$ cat src/rtl/imem_fetch_ctrl.sv
// ---------------------------------------------------------------------------
// imem_fetch_ctrl
//
// Instruction fetch controller between a 2**AWIDTH-entry instruction memory
// (combinational read) and the decode stage. It owns the program counter,
// drives the memory address straight from that counter, and registers each
// fetched word into a one-entry output stage with a valid/ready handshake.
// Redirects (branch/jump), an optional end-of-program halt and restart via
// `start` are handled here as well.
//
// Optional feature macro: IFETCH_HALT_ON_ZERO_EN
//   defined   : an all-zero word seen on a load stops fetching (HALT state)
//   undefined : zero words are ordinary instructions, halt_o stays 0
//
// Ports
//   clk             system clock, rising edge
//   rst_n           asynchronous active-low reset
//   start           single-cycle pulse, (re)start fetching at address 0
//   imem_a          address to instruction memory (always the pc)
//   imem_rd         combinational read data from instruction memory
//   instr_o         registered instruction to decode
//   pc_o            address instr_o was fetched from
//   instr_valid     instr_o/pc_o hold a valid instruction
//   instr_ready     decode accepts instr_o this cycle
//   redirect_valid  load pc with redirect_pc and flush the output stage
//   redirect_pc     redirect target
//   halt_o          controller is halted
//   fetch_cnt       instructions accepted since last start, saturating
// ---------------------------------------------------------------------------
module imem_fetch_ctrl #(
   parameter int IWIDTH = 16,
   parameter int AWIDTH = 6,
   parameter int CWIDTH = 8
) (
   input  logic              clk,
   input  logic              rst_n,
   input  logic              start,
   output logic [AWIDTH-1:0] imem_a,
   input  logic [IWIDTH-1:0] imem_rd,
   output logic [IWIDTH-1:0] instr_o,
   output logic [AWIDTH-1:0] pc_o,
   output logic              instr_valid,
   input  logic              instr_ready,
   input  logic              redirect_valid,
   input  logic [AWIDTH-1:0] redirect_pc,
   output logic              halt_o,
   output logic [CWIDTH-1:0] fetch_cnt
);

   typedef enum logic [1:0] {
      ST_IDLE,
      ST_FETCH,
      ST_HALT
   } state_t;

   localparam logic [AWIDTH-1:0] PC_ONE  = AWIDTH'(1);
   localparam logic [CWIDTH-1:0] CNT_ONE = CWIDTH'(1);
   localparam logic [CWIDTH-1:0] CNT_MAX = '1;

   state_t            state_q, state_d;
   logic [AWIDTH-1:0] pc_q, pc_d;
   logic [AWIDTH-1:0] pc_o_q, pc_o_d;
   logic [IWIDTH-1:0] instr_q, instr_d;
   logic              valid_q, valid_d;
   logic              halt_q, halt_d;
   logic [CWIDTH-1:0] cnt_q, cnt_d;

   logic              transfer;
   logic              load_ok;
   logic              is_halt_word;

   // A transfer completes whenever decode takes the presented word; the
   // output stage may be refilled when it is empty or being emptied now.
   assign transfer = valid_q && instr_ready;
   assign load_ok  = !valid_q || instr_ready;

   // The halt word is the cleared-memory value; without the feature no
   // word ever halts, so HALT is unreachable and halt_o stays low.
`ifdef IFETCH_HALT_ON_ZERO_EN
   assign is_halt_word = (imem_rd == '0);
`else
   assign is_halt_word = 1'b0;
`endif

   // Next-state logic. The counter advances on every transfer regardless of
   // what else happens this cycle (a redirect does not cancel a word that is
   // being accepted); only start clears it. start outranks redirect, and a
   // redirect outranks a load, so a redirected cycle never captures the
   // stale sequential word.
   always_comb begin
      state_d = state_q;
      pc_d    = pc_q;
      pc_o_d  = pc_o_q;
      instr_d = instr_q;
      valid_d = valid_q;
      halt_d  = halt_q;
      cnt_d   = cnt_q;

      if (transfer && (cnt_q != CNT_MAX)) begin
         cnt_d = cnt_q + CNT_ONE;
      end

      case (state_q)
         ST_IDLE: begin
            if (start) begin
               state_d = ST_FETCH;
               pc_d    = '0;
               valid_d = 1'b0;
               cnt_d   = '0;
            end
         end

         ST_FETCH: begin
            if (start) begin
               pc_d    = '0;
               valid_d = 1'b0;
               cnt_d   = '0;
            end else if (redirect_valid) begin
               pc_d    = redirect_pc;
               valid_d = 1'b0;
            end else if (load_ok) begin
               if (is_halt_word) begin
                  state_d = ST_HALT;
                  valid_d = 1'b0;
                  halt_d  = 1'b1;
               end else begin
                  instr_d = imem_rd;
                  pc_o_d  = pc_q;
                  valid_d = 1'b1;
                  pc_d    = pc_q + PC_ONE;
               end
            end
         end

         ST_HALT: begin
            if (start) begin
               state_d = ST_FETCH;
               pc_d    = '0;
               valid_d = 1'b0;
               halt_d  = 1'b0;
               cnt_d   = '0;
            end
         end

         default: begin
            state_d = ST_IDLE;
            pc_d    = '0;
            valid_d = 1'b0;
            halt_d  = 1'b0;
         end
      endcase
   end

   // State and output registers. Reset drops any in-flight instruction and
   // returns every output to zero immediately.
   always_ff @(posedge clk or negedge rst_n) begin
      if (!rst_n) begin
         state_q <= ST_IDLE;
         pc_q    <= '0;
         pc_o_q  <= '0;
         instr_q <= '0;
         valid_q <= 1'b0;
         halt_q  <= 1'b0;
         cnt_q   <= '0;
      end else begin
         state_q <= state_d;
         pc_q    <= pc_d;
         pc_o_q  <= pc_o_d;
         instr_q <= instr_d;
         valid_q <= valid_d;
         halt_q  <= halt_d;
         cnt_q   <= cnt_d;
      end
   end

   // The memory address comes from the pc register alone, so there is no
   // combinational path from any input to any output.
   assign imem_a      = pc_q;
   assign instr_o     = instr_q;
   assign pc_o        = pc_o_q;
   assign instr_valid = valid_q;
   assign halt_o      = halt_q;
   assign fetch_cnt   = cnt_q;

endmodule

$ cat config.mk
export PLATFORM = sky130hd
export DESIGN_NAME = imem_fetch_ctrl
export DESIGN_NICKNAME = d
export VERILOG_FILES = /design/src/rtl/imem_fetch_ctrl.sv
export SDC_FILE = /design/constraint.sdc
export NUM_CORES = 1
export LEC_CHECK = 0
export CAP_MARGIN = 20
export CORE_MARGIN = 5
export CORE_UTILIZATION = 45
export DETAILED_ROUTE_END_ITERATION = 6
export HOLD_SLACK_MARGIN = 0.05
export PLACE_DENSITY_LB_ADDON = 0.2
export SYNTH_ARGS = -nofsm -noshare
export SYNTH_HDL_FRONTEND = slang
export SYNTH_SLANG_ARGS = --single-unit
$ cat constraint.sdc
create_clock -name clk -period 2.7 [get_ports clk]
set_clock_uncertainty 0.15 [all_clocks]
set_input_delay 0.27 -clock clk [delete_from_list [all_inputs] [get_ports clk]]
set_output_delay 0.27 -clock clk [all_outputs]
set_load 0.02 [all_outputs]
Word level (Yosys, flattened, before mapping)
Index checks and enable logic that the tools add are counted.
- output and inout port bits: 38
- word-level logic and storage cells: 47
- bits in registers: 40
- equality and inequality tests: 6
- add/sub/neg operators: 2
- bitwise gates (word level): 4
- reduce and logical (&&, ||, !) cells: 12
- muxes and demuxes: 16
- operators with widths (cell ; number):
    6-bit 2-to-1 mux ; 4
    8-bit 2-to-1 mux ; 3
    6-bit case mux with 2 select lines ; 1
    8-bit by 1-bit adder with 8-bit output (second input constant) ; 1
    8-bit != test (second input constant) ; 1
    6-bit by 1-bit adder with 6-bit output (second input constant) ; 1
    2-bit AND reduction ; 3
    1-bit 2-to-1 mux ; 4
    4-bit != test (second input constant) ; 1
    1-bit inverter ; 4
    1-bit case mux with 2 select lines ; 2
    2-bit case mux with 2 select lines ; 1
    4-bit AND reduction ; 1
    2-bit OR reduction ; 2
    3-bit OR reduction ; 1
    2-bit by 1-bit == test with 1-bit output (second input constant) ; 1
    2-bit == test (second input constant) ; 1
    1-bit logical AND ; 2
    2-bit zero test ; 1
    2-bit 2-to-1 mux ; 1
    2-bit by 1-bit != test with 1-bit output (second input constant) ; 1
    2-bit != test (second input constant) ; 1
    1-bit zero test ; 1
    1-bit logical OR ; 1

Depth between registers and ports, before layout
Gate-level depths: netlist of the first run.
- depth in word-level cells: 6
- gate-level depth with buffers: 6
- mapped depth without buffers: 5

Worst setup path before layout of the first run
No wires, ideal clock.
- path kind: flip-flop to flip-flop
- start: register valid_q (netlist: instr_valid)
- end: register instr_q[0] (netlist: instr_o[0])
- cell stages (with the launch flop): 7
- required time: 2425 ps
- path slack: 733 ps
- arrival time: 1692 ps
- library setup time: 125 ps
- buffers on the path: 2
- path through: dfrtp_1 -> or3b_4 -> nand2b_2 -> or2_1 -> buf_6 -> buf_6 -> mux2_2
- cells in the longest elaborated chain, start to end: 3
- RTL lines (element ; RTL line ; RTL):
    start, declared ; 64 ; logic valid_q, valid_d;
    start signal, assigned ; 170 ; valid_q <= valid_d;
    1-bit zero test ; 75 ; assign load_ok = !valid_q || instr_ready;
    1-bit logical OR ; 75 ;
    4-bit AND reduction (no source line) ; n/a ;
    end signal, assigned ; 169 ; instr_q <= instr_d;
    end, declared ; 63 ; logic [IWIDTH-1:0] instr_q, instr_d;
Every way passes these cells.
A chain may end at the register's enable or synchronous reset.

Worst setup path after layout of the first run
- start: input port instr_ready
- end: register instr_q[7] (netlist: instr_o[7])
- cells in the longest elaborated chain, start to end: 2
- RTL lines (element ; RTL line ; RTL):
    start, declared ; 43 ; input logic instr_ready,
    1-bit logical OR ; 75 ;
    4-bit AND reduction (no source line) ; n/a ;
Every way passes these cells.

==> results of run 1 <==
[layout make-up]
cell class | count | area [µm²]
clock buffers | 7 | 86.3
clock inverters | 1 | 5.00
fillers | 302 | 1200
inverters | 1 | 3.75
multi-input cells | 99 | 713
flip-flops and latches | 38 | 951
well taps | 48 | 60.1
repair buffers | 67 | 671
[per-layer routing]
metal	track usage	vias to the layer above	share of wire
met5	0	-	0
met4	0.0564	0	0.0079
met3	0.0519	4	0.075
met2	0.248	52	0.49
met1	0.214	643	0.43
li1	-	643	-
[state kept, by name, indices dropped and copies added (netlist names)]
| signal | count |
|---|---|
| fetch_cnt | 8 |
| instr_o | 16 |
| instr_valid | 1 |
| imem_a | 6 |
| pc_o | 6 |
| state_q | 1 |
[report_power, final]
part           internal (mW)  switching (mW)  total (mW)  leakage (nW)
sequential             0.630          0.0429       0.673         0.480
clock                  0.206           0.190       0.396        0.0482
combinational          0.196           0.161       0.358         0.509
total                   1.03           0.394        1.43          1.04
[placed cells by master (no fill, tap or decap), types with 2 or more instances in the layout]
master           netlist  layout
o31ai_1                2       2
mux2i_1                5       5
xor2_1                 3       3
ha_1                   2       2
o21ai_0                4       4
a31oi_1                3       3
mux2_2                21      21
clkdlybuf4s50_1        0      62
nand2b_1               2       2
nor2_1                11      11
a21oi_1                3       3
nand2_1               14      14
nor3_1                 5       5
buf_4                  1       2
dfrtp_1               38      38
nand3_1                6       6
clkbuf_8               0       6
xnor2_1                2       2
[logic make-up (layout without fill, tap and decap cells)]
| family | count (synthesis) | after routing | synth area share |
|---|---|---|---|
| buffers and inverters | 7 | 76 | 0.0306 |
| adders and majority gates | 2 | 2 | 0.0146 |
| xor gates and xnor gates | 5 | 5 | 0.0255 |
| muxes | 27 | 27 | 0.173 |
| DFF | 38 | 38 | 0.554 |
| and+or+nand+nor | 45 | 45 | 0.125 |
| AOI/OAI and AO/OA | 19 | 19 | 0.0743 |
| other | 1 | 1 | 0.00218 |
[metrics by stage]
stage | cell area, µm² | total power, mW | setup WS [ns]
finish | 2490 | 1.43 | 0.615
global route | 2490 | 1.49 | 0.533
CTS | 2490 | 1.44 | 0.622
detailed placement | 2390 | 1.04 | 0.315
global placement | 2390 | 1.03 | 0.368
floorplan | 1720 | 0.844 | 0.733
[final timing paths]
kind | slack [ns] | start | cells past startpoint | endpoint
max | 0.62 | instr_ready | 6 | instr_o[7]
min | 0.36 | instr_o[6] | 1 | instr_o[6]
max reg2reg | 0.63 | instr_valid | 5 | instr_o[7]
min reg2reg | 0.36 | instr_o[6] | 1 | instr_o[6]
max in group asynchronous | 1.41 | rst_n | 2 | instr_o[10]
min in group asynchronous | 0.46 | rst_n | 2 | instr_o[6]
[what timing repair did]
action | in CTS | in global routing
resized for setup | 0 | 0
hold buffers | 1 | 0
hold endpoints to repair | 38 | 0
endpoints found under the setup margin | 0 | 0
==> summary.md, run 1 <==
| Metric | Value |
|---|---|
| Top post-synthesis cells by count | `38 x dfrtp_1, 21 x mux2_2, 14 x nand2_1` |
| Initial Util | `0.465` |
| Final wirelength | `3940 µm` |
| Pwr dens | `573 nW/µm²` |
| Clk pin slew, worst setup/hold paths | `0.07 ns` |
| Peak VDD IR | `0.000472 V` |
| Crit-path cells | `clkdlybuf4s50_1 -> or3b_4 -> nand2b_2 -> or2_1 -> buf_12 -> mux2_2` |
| Status | `complete, no violations` |
| Vias | `1342` |
| Leak Pwr | `1.04 nW` |
| Arr. time, crit path | `2.10 ns` |
| Critical Path Max Stage Delay | `0.48 ns` |
| Vias per cell | `5.14` |
| Fin crit share | `0.772` |
| Global-route wire length before repair | `6560 µm` |
| Initial antenna violation count | `0` |
| Total Routing Usage GR | `0.161` |
| H-Tree Depth | `2` |
| Final nets | `241` |
| Setup TNS | `0 ns` |
| CTS tree | `built` |
| Fin. Hold Viols | `0` |
| FFs w/ async S/R, synth | `1.00` |
| RSZ-0062 raised after global routing | `no` |
| EDFF count, synth | `0` |
| Postcts setup bufs | `0` |
| Count of final setup violators | `0` |
| Synth Register Bits | `38` |
| Synth Warn # | `0` |
| Post-Syn Nets | `173` |
| Number of distinct library cells after synthesis | `35` |
| Largest net degree at the start of global routing | `39` |
| Clk buf depth | `2` |
| Placed cells | `252` |
| Synth top area cells | `dfrtp_1 55%, mux2_2 14%, nand2_1 3.1%` |
| Crit start category | `input pin` |
| CTS Buf Count | `5` |
| Most common cell in the netlist | `dfrtp_1` |
| Fmax | `480 MHz` |
| Row count | `22` |
| Area Growth Syn to Fin | `45.0%` |
| I/O Buffers | `63` |
| Number of diodes | `0` |
| Worst slew pin tran | `0.834 ns` |
| Clk sinks | `38` |
| Min-delay worst type | `flip-flop to flip-flop` |
| Drc violations | `0` |
| Syn avg cell area | `11.9 µm²` |
| CP delay by family, top | `simple AND/OR/NAND/NOR gates` |
| Sequential area share after synthesis | `0.554` |
| Max Cap Viol | `0` |
| Routability congestion estimate | `0.782` |
| Final min period | `2.08 ns` |
| Io pins | `65` |
| Routed wirelength normalized by instance count | `15.1 µm` |
| 1st-iter DRT viols | `105` |
| Mapped Area | `1720 µm²` |
| Number of global-route vias before repair | `1379` |
| Worst Path Max Fanout | `20` |
| Post-Synthesis Cells | `144` |
| Finished Layout Cells | `261` |
| TritonRoute pass-1 iters | `5` |
| Synth top area share | `0.554` |
| Root buffer cell | `clkbuf_8` |
| CP required | `2.72 ns` |
| Worst-Skew Late Latency | `0.28 ns` |
| CP bufs+invs | `2` |
| Overflow after GRT | `0` |
| Main synth FF type | `dfrtp_1` |
| Routed Antenna Nets | `0` |
| Chip height | `71.8 µm` |
| Max Slew Vio Count | `0` |
| Slowest library cell on the worst path | `clkdlybuf4s50_1` |
| Die W | `71.8 µm` |
| Largest area contributor in the netlist | `dfrtp_1` |
| Hold WS | `0.359 ns` |
| Slew HR | `0.444` |
| Core area | `3690 µm²` |
| Die area | `5150 µm²` |
| Post-DP HPWL | `2940 µm` |
| Utilization after layout | `0.675` |
| Setup CP Type | `input pin to flip-flop` |
| Share of cells above drive strength 1 | `0.174` |
| Critical Path Sink Type | `flip-flop` |
(Power assumes the default switching activity.)
==> inputs of run 2 (changes only) <==
Settings changed: CORE_UTILIZATION 45 to 39.
Clock period 2.7 ns to 1.91 ns, I/O delays scaled along.
==> run 2 against run 1 <==
Net effect:
- utilization is 8.7 points lower
- clock power is 25% higher
- sequential power is 41% higher
- cell count is 5.0% higher
- die area is 13% higher
- largest cell class unchanged
- largest power group unchanged
==> summary.md, run 2 (synthesis gave the netlist of run 1 again) <==
| Metric | Value |
|---|---|
| Commonest non-fill, non-tap cell in the layout | `clkdlybuf4s50_1` |
| Vias | `1344 (+0.15%)` |
| Min-delay worst type | `flip-flop to flip-flop` |
| Row count | `24 (+9.1%)` |
| Area Growth Syn to Fin | `48.2%` |
| Max Slew Vio Count | `0 (unchanged)` |
| I/O Buffers | `63 (unchanged)` |
| CP required | `1.92 ns (-0.80 ns)` |
| Postcts setup bufs | `0 (unchanged)` |
| Fin. Hold Viols | `0 (unchanged)` |
| Worst slew pin tran | `0.832 ns (-0.00182 ns)` |
| Core area | `4320 µm² (+17%)` |
| Placed cells | `266 (+5.6%)` |
| Critical Path Sink Type | `flip-flop` |
| RSZ-0062 raised after global routing | `no` |
| Routability congestion estimate | `0.790 (+0.97%)` |
| Total Routing Usage GR | `0.141 (-0.0206)` |
| Count of final setup violators | `0 (unchanged)` |
| Reg area | `952 µm² (+0.13%)` |
| H-Tree Depth | `2 (unchanged)` |
| Die W | `76.3 µm (+6.4%)` |
| Final nets | `251 (+4.1%)` |
| CTS Buf Count | `5 (unchanged)` |
| Number of diodes | `0 (unchanged)` |
| Crit start category | `input pin` |
| Post-DP HPWL | `3040 µm (+3.4%)` |
| Arr. time, crit path | `1.82 ns (-0.28 ns)` |
| Routed wirelength normalized by instance count | `14.5 µm (-3.9%)` |
| Initial Util | `0.397 (-0.0684)` |
| Total power | `1.96 mW (+37%)` |
| Layout fillers | `384 (+27%)` |
| Final wirelength | `3980 µm (+0.91%)` |
| Setup CP Type | `input pin to flip-flop` |
| Clk buf depth | `2 (unchanged)` |
| Io pins | `65 (unchanged)` |
| Most frequent cells in the layout | `62 x clkdlybuf4s50_1, 37 x dfrtp_1, 21 x mux2_2` |
| Peak VDD IR | `0.000547 V (+16%)` |
| Clk pin slew, worst setup/hold paths | `0.06 ns (about the same)` |
| Finished Layout Cells | `274 (+5.0%)` |
| TritonRoute pass-1 iters | `4 (-1)` |
| Utilization after layout | `0.588 (-0.0868)` |
| Status | `complete, no violations` |
| Pwr dens | `769 nW/µm² (+34%)` |
| Routed Antenna Nets | `0 (unchanged)` |
| Share of cells above drive strength 1 | `0.207 (+0.0335)` |
| Largest net degree at the start of global routing | `39 (unchanged)` |
| Max Cap Viol | `0 (unchanged)` |
| Clk sinks | `38 (unchanged)` |
| Die area | `5830 µm² (+13%)` |
| Drc violations | `0 (unchanged)` |
| Vias per cell | `4.91 (-4.6%)` |
| CTS tree | `built` |
| Number of global-route vias before repair | `1458 (+5.7%)` |
| Fmax | `554 MHz` |
| Worst-Skew Late Latency | `0.28 ns (about the same)` |
| Leak Pwr | `1.07 nW (+3.0%)` |
| Worst Path Max Fanout | `13 (-35%)` |
| Initial antenna violation count | `0 (unchanged)` |
| 1st-iter DRT viols | `70 (-33%)` |
| Slew HR | `0.445 (+0.00121)` |
| Resized Gates After CTS | `0 (unchanged)` |
| Overflow after GRT | `0 (unchanged)` |
| Setup TNS | `0 ns (unchanged)` |
| Final min period | `1.81 ns` |
| Global-route wire length before repair | `6730 µm (+2.5%)` |
| Chip height | `76.3 µm (+6.4%)` |
| Root buffer cell | `clkbuf_8` |
| Largest register FFs | `16 (unchanged)` |
| Multi-input logic area | `713 µm² (unchanged)` |
| Fin crit share | `0.946` |
==> run 2: changes by cell type in the layout (fill, tap and decap cells not counted), sizes merged <==
cell / change
buf: +10
clkinv: -1
==> run 2: area by class of cell <==
class / count / share of cell area
multi-input combinational: 99 / 0.280
clock buffer: 7 / 0.0300
sequential: 38 / 0.374
timing repair buffer: 77 / 0.288
tap: 52 / 0.0256
inverter: 1 / 0.00148
==> run 2: worst max-delay path: stages <==
cell,delay (ns)
clkdlybuf4s50_1,0.44
or3b_4,0.41
nand2b_2,0.08
or2_1,0.12
buf_4,0.21
mux2_2,0.35
==> run 2: final timing paths <==
path | start | end | slack [ns] | depth (start not counted)
worst min-delay path | instr_o[13] | instr_o[13] | 0.34 | 1
worst max-delay path | redirect_valid | instr_o[3] | 0.10 | 6
max in group asynchronous | rst_n | instr_valid | 0.64 | 2
worst min register to register | instr_o[13] | instr_o[13] | 0.34 | 1
worst max register to register | instr_valid | instr_o[3] | 0.15 | 5
min in group asynchronous | rst_n | instr_o[6] | 0.40 | 2
==> run 2: report_power, final <==
| part | internal [mW] | total, mW | switching [mW] |
|---|---|---|---|
| clock | 0.251 | 0.494 | 0.244 |
| combinational | 0.285 | 0.515 | 0.230 |
| sequential | 0.891 | 0.946 | 0.0545 |
==> run 2: through the flow <==
step                      hold slack [ns]  setup slack [ns]  cell area, µm²
final                               0.343             0.104            2540
after global routing                0.356            0.0751            2540
after CTS                           0.350            0.0898            2540
after detailed placement            0.193            -0.210            2460
after global placement              0.182            -0.155            2460
after floorplan                    -0.255            0.0152            1720
==> run 2: routing by layer <==
layer	part of all wire	track usage
met5	0	0
met4	0.010	0.0490
met3	0.071	0.0520
met2	0.50	0.234
met1	0.42	0.166
==> run 2: what timing repair did <==
action	in CTS	in global routing
hold buffers	1	0
endpoints found under the setup margin	0	0
hold endpoints to repair	38	0
==> inputs of run 3 (changes only) <==
Settings changed: CORE_ASPECT_RATIO from default to 1.5.
==> run 3 against run 2 <==
Net effect:
- register-to-register slack worse by 0.03 ns
- sequential cell count unchanged
- non-clock buffer count unchanged
- clock-buffer cell count unchanged
- first-iteration DRC count down 69%
- sequential share of layout area down 0.29 points
- utilization up 1.6 points
- final area up 0.79%
- wire length up 11%
- worst setup slack worse by 0.0094 ns
- largest cell class unchanged
==> summary.md, run 3 (synthesis gave the netlist of run 1 again) <==
| Metric | Value |
|---|---|
| Status | `complete, no violations` |
| Io pins | `65 (unchanged)` |
| Worst Path Max Fanout | `8 (-5)` |
| Total power | `2.04 mW (+4.5%)` |
| Chip height | `91.3 µm (+20%)` |
| Vias | `1407 (+4.7%)` |
| Overflow after GRT | `0 (unchanged)` |
| CP bufs+invs | `1 (-1)` |
| Peak VDD IR | `0.000526 V (-3.9%)` |
| Count of final setup violators | `0 (unchanged)` |
| Number of global-route vias before repair | `1539 (+5.6%)` |
| Fin. Hold Viols | `0 (unchanged)` |
| CTS Buf Count | `5 (unchanged)` |
| Row count | `29 (+21%)` |
| Worst-Skew Late Latency | `0.29 ns (about the same)` |
| Multi-input logic area | `713 µm² (unchanged)` |
| Global-route wire length before repair | `7330 µm (+9.0%)` |
| Share of cells above drive strength 1 | `0.215 (+0.00804)` |
| Slowest library cell on the worst path | `clkdlybuf4s50_1` |
| H-Tree Depth | `2 (unchanged)` |
| Utilization after layout | `0.604 (+0.0156)` |
| Largest net degree at the start of global routing | `27 (-31%)` |
| Max Slew Vio Count | `0 (unchanged)` |
| Drc violations | `0 (unchanged)` |
| Crit start category | `flip-flop` |
| Pwr dens | `797 nW/µm² (+3.7%)` |
| Routed wirelength normalized by instance count | `16.4 µm (+13%)` |
| Area Growth Syn to Fin | `49.3%` |
| R2R depth | `5 (unchanged)` |
| Final nets | `251 (unchanged)` |
| Min-delay worst type | `input pin to asynchronous set/reset pin` |
| Die W | `64.2 µm (-16%)` |
| Crit-path cells | `clkdlybuf4s50_1` |
| CP required | `1.57 ns (-0.35 ns)` |
| I/O Buffers | `63 (unchanged)` |
| Postcts setup bufs | `0 (unchanged)` |
| Layout fillers | `394 (+2.6%)` |
| Clk pin slew, worst setup/hold paths | `0.08 ns (+0.02 ns)` |
| Total Routing Usage GR | `0.160 (+0.0191)` |
| Fin crit share | `0.951 (+0.00494)` |
| RSZ-0062 raised after global routing | `no` |
| Slew HR | `0.619 (+0.174)` |
| CTS tree | `built` |
| Critical Path Max Stage Delay | `0.67 ns (+0.23 ns)` |
| Number of diodes | `0 (unchanged)` |
| Routed Antenna Nets | `0 (unchanged)` |
| Die area | `5860 µm² (+0.47%)` |
| Max Cap Viol | `0 (unchanged)` |
| Critical path depth | `1 (-5)` |
| Post-DP HPWL | `3390 µm (+11%)` |
| Arr. time, crit path | `1.47 ns (-0.35 ns)` |
| Final min period | `1.82 ns (+0.00944 ns)` |
| Clk buf depth | `2 (unchanged)` |
| Root buffer cell | `clkbuf_8` |
| Most frequent cells in the layout | `62 x clkdlybuf4s50_1, 37 x dfrtp_1, 21 x mux2_2` |
| Setup CP Type | `flip-flop to primary output` |
| Commonest non-fill, non-tap cell in the layout | `clkdlybuf4s50_1` |
| Worst slew pin tran | `0.572 ns (-0.260 ns)` |
| Vias per cell | `5.23 (+6.6%)` |
| TritonRoute pass-1 iters | `4 (unchanged)` |
| Largest register FFs | `16 (unchanged)` |
| Routability congestion estimate | `0.823 (+4.2%)` |
| Leak Pwr | `1.08 nW (+1.5%)` |
| 1st-iter DRT viols | `22 (-69%)` |
| Critical Path Sink Type | `primary output` |
| Clk sinks | `38 (unchanged)` |
| Initial Util | `0.404 (+0.00737)` |
| Final wirelength | `4410 µm (+11%)` |
| Initial antenna violation count | `0 (unchanged)` |
| Fmax | `551 MHz (-0.52%)` |
| CP delay by family, top | `buffers and inverters` |
| Reg area | `952 µm² (unchanged)` |
| Core area | `4250 µm² (-1.8%)` |
==> run 3: changes by cell type in the layout (fill, tap and decap cells not counted) <==
cell      before  now
clkbuf_1       2    1
clkinv_2       0    1
buf_4         13   12
buf_12         0    1
clkbuf_8       5    6
==> run 3: final timing paths <==
| kind | endpoint | slack [ns] | start |
|---|---|---|---|
| max reg2reg | instr_o[0] | 0.12 | instr_valid |
| min in group clk | instr_o[13] | 0.35 | imem_rd[13] |
| min | instr_o[1] | 0.28 | rst_n |
| max | imem_a[2] | 0.09 | imem_a[2] |
| max in group asynchronous | fetch_cnt[6] | 0.74 | rst_n |
| min reg2reg | instr_o[13] | 0.35 | instr_o[13] |
==> run 3: area by class of cell <==
cell class	count	share of cell area
clock buffer	7	0.0337
clock inverter	1	0.00195
inverter	1	0.00146
multi-input combinational	99	0.278
sequential	38	0.371
tap	46	0.0224
timing repair buffer	77	0.291
==> run 3: metrics by stage <==
step	area [µm²]	worst slack, ns	cells	TNS [ns]	hold WS (ns)
detailed placement	2460	-0.179	260	-3.42	0.0785
global placement	2460	-0.150	260	-2.97	0.0681
CTS	2560	0.101	269	0	0.308
global route	2560	0.0400	269	0	0.334
finish	2560	0.0942	269	0	0.277
floorplan	1720	0.0152	144	0	-0.255
==> run 3: repair_timing <==
action                    4_1_cts  5_1_grt
gates resized for setup         0        0
hold buffers                    1        0
hold endpoints to repair       25        0
==> run 3: power by group <==
| part | internal [mW] | switching, mW |
|---|---|---|
| Combinational | 0.289 | 0.235 |
| Clock | 0.291 | 0.279 |
| Sequential | 0.891 | 0.0576 |
==> run 3: layer usage <==
metal | global-route usage | share of wire
met4 | 0.0611 | 0.018
met3 | 0.0494 | 0.059
met5 | 0 | 0
met1 | 0.165 | 0.37
met2 | 0.293 | 0.55
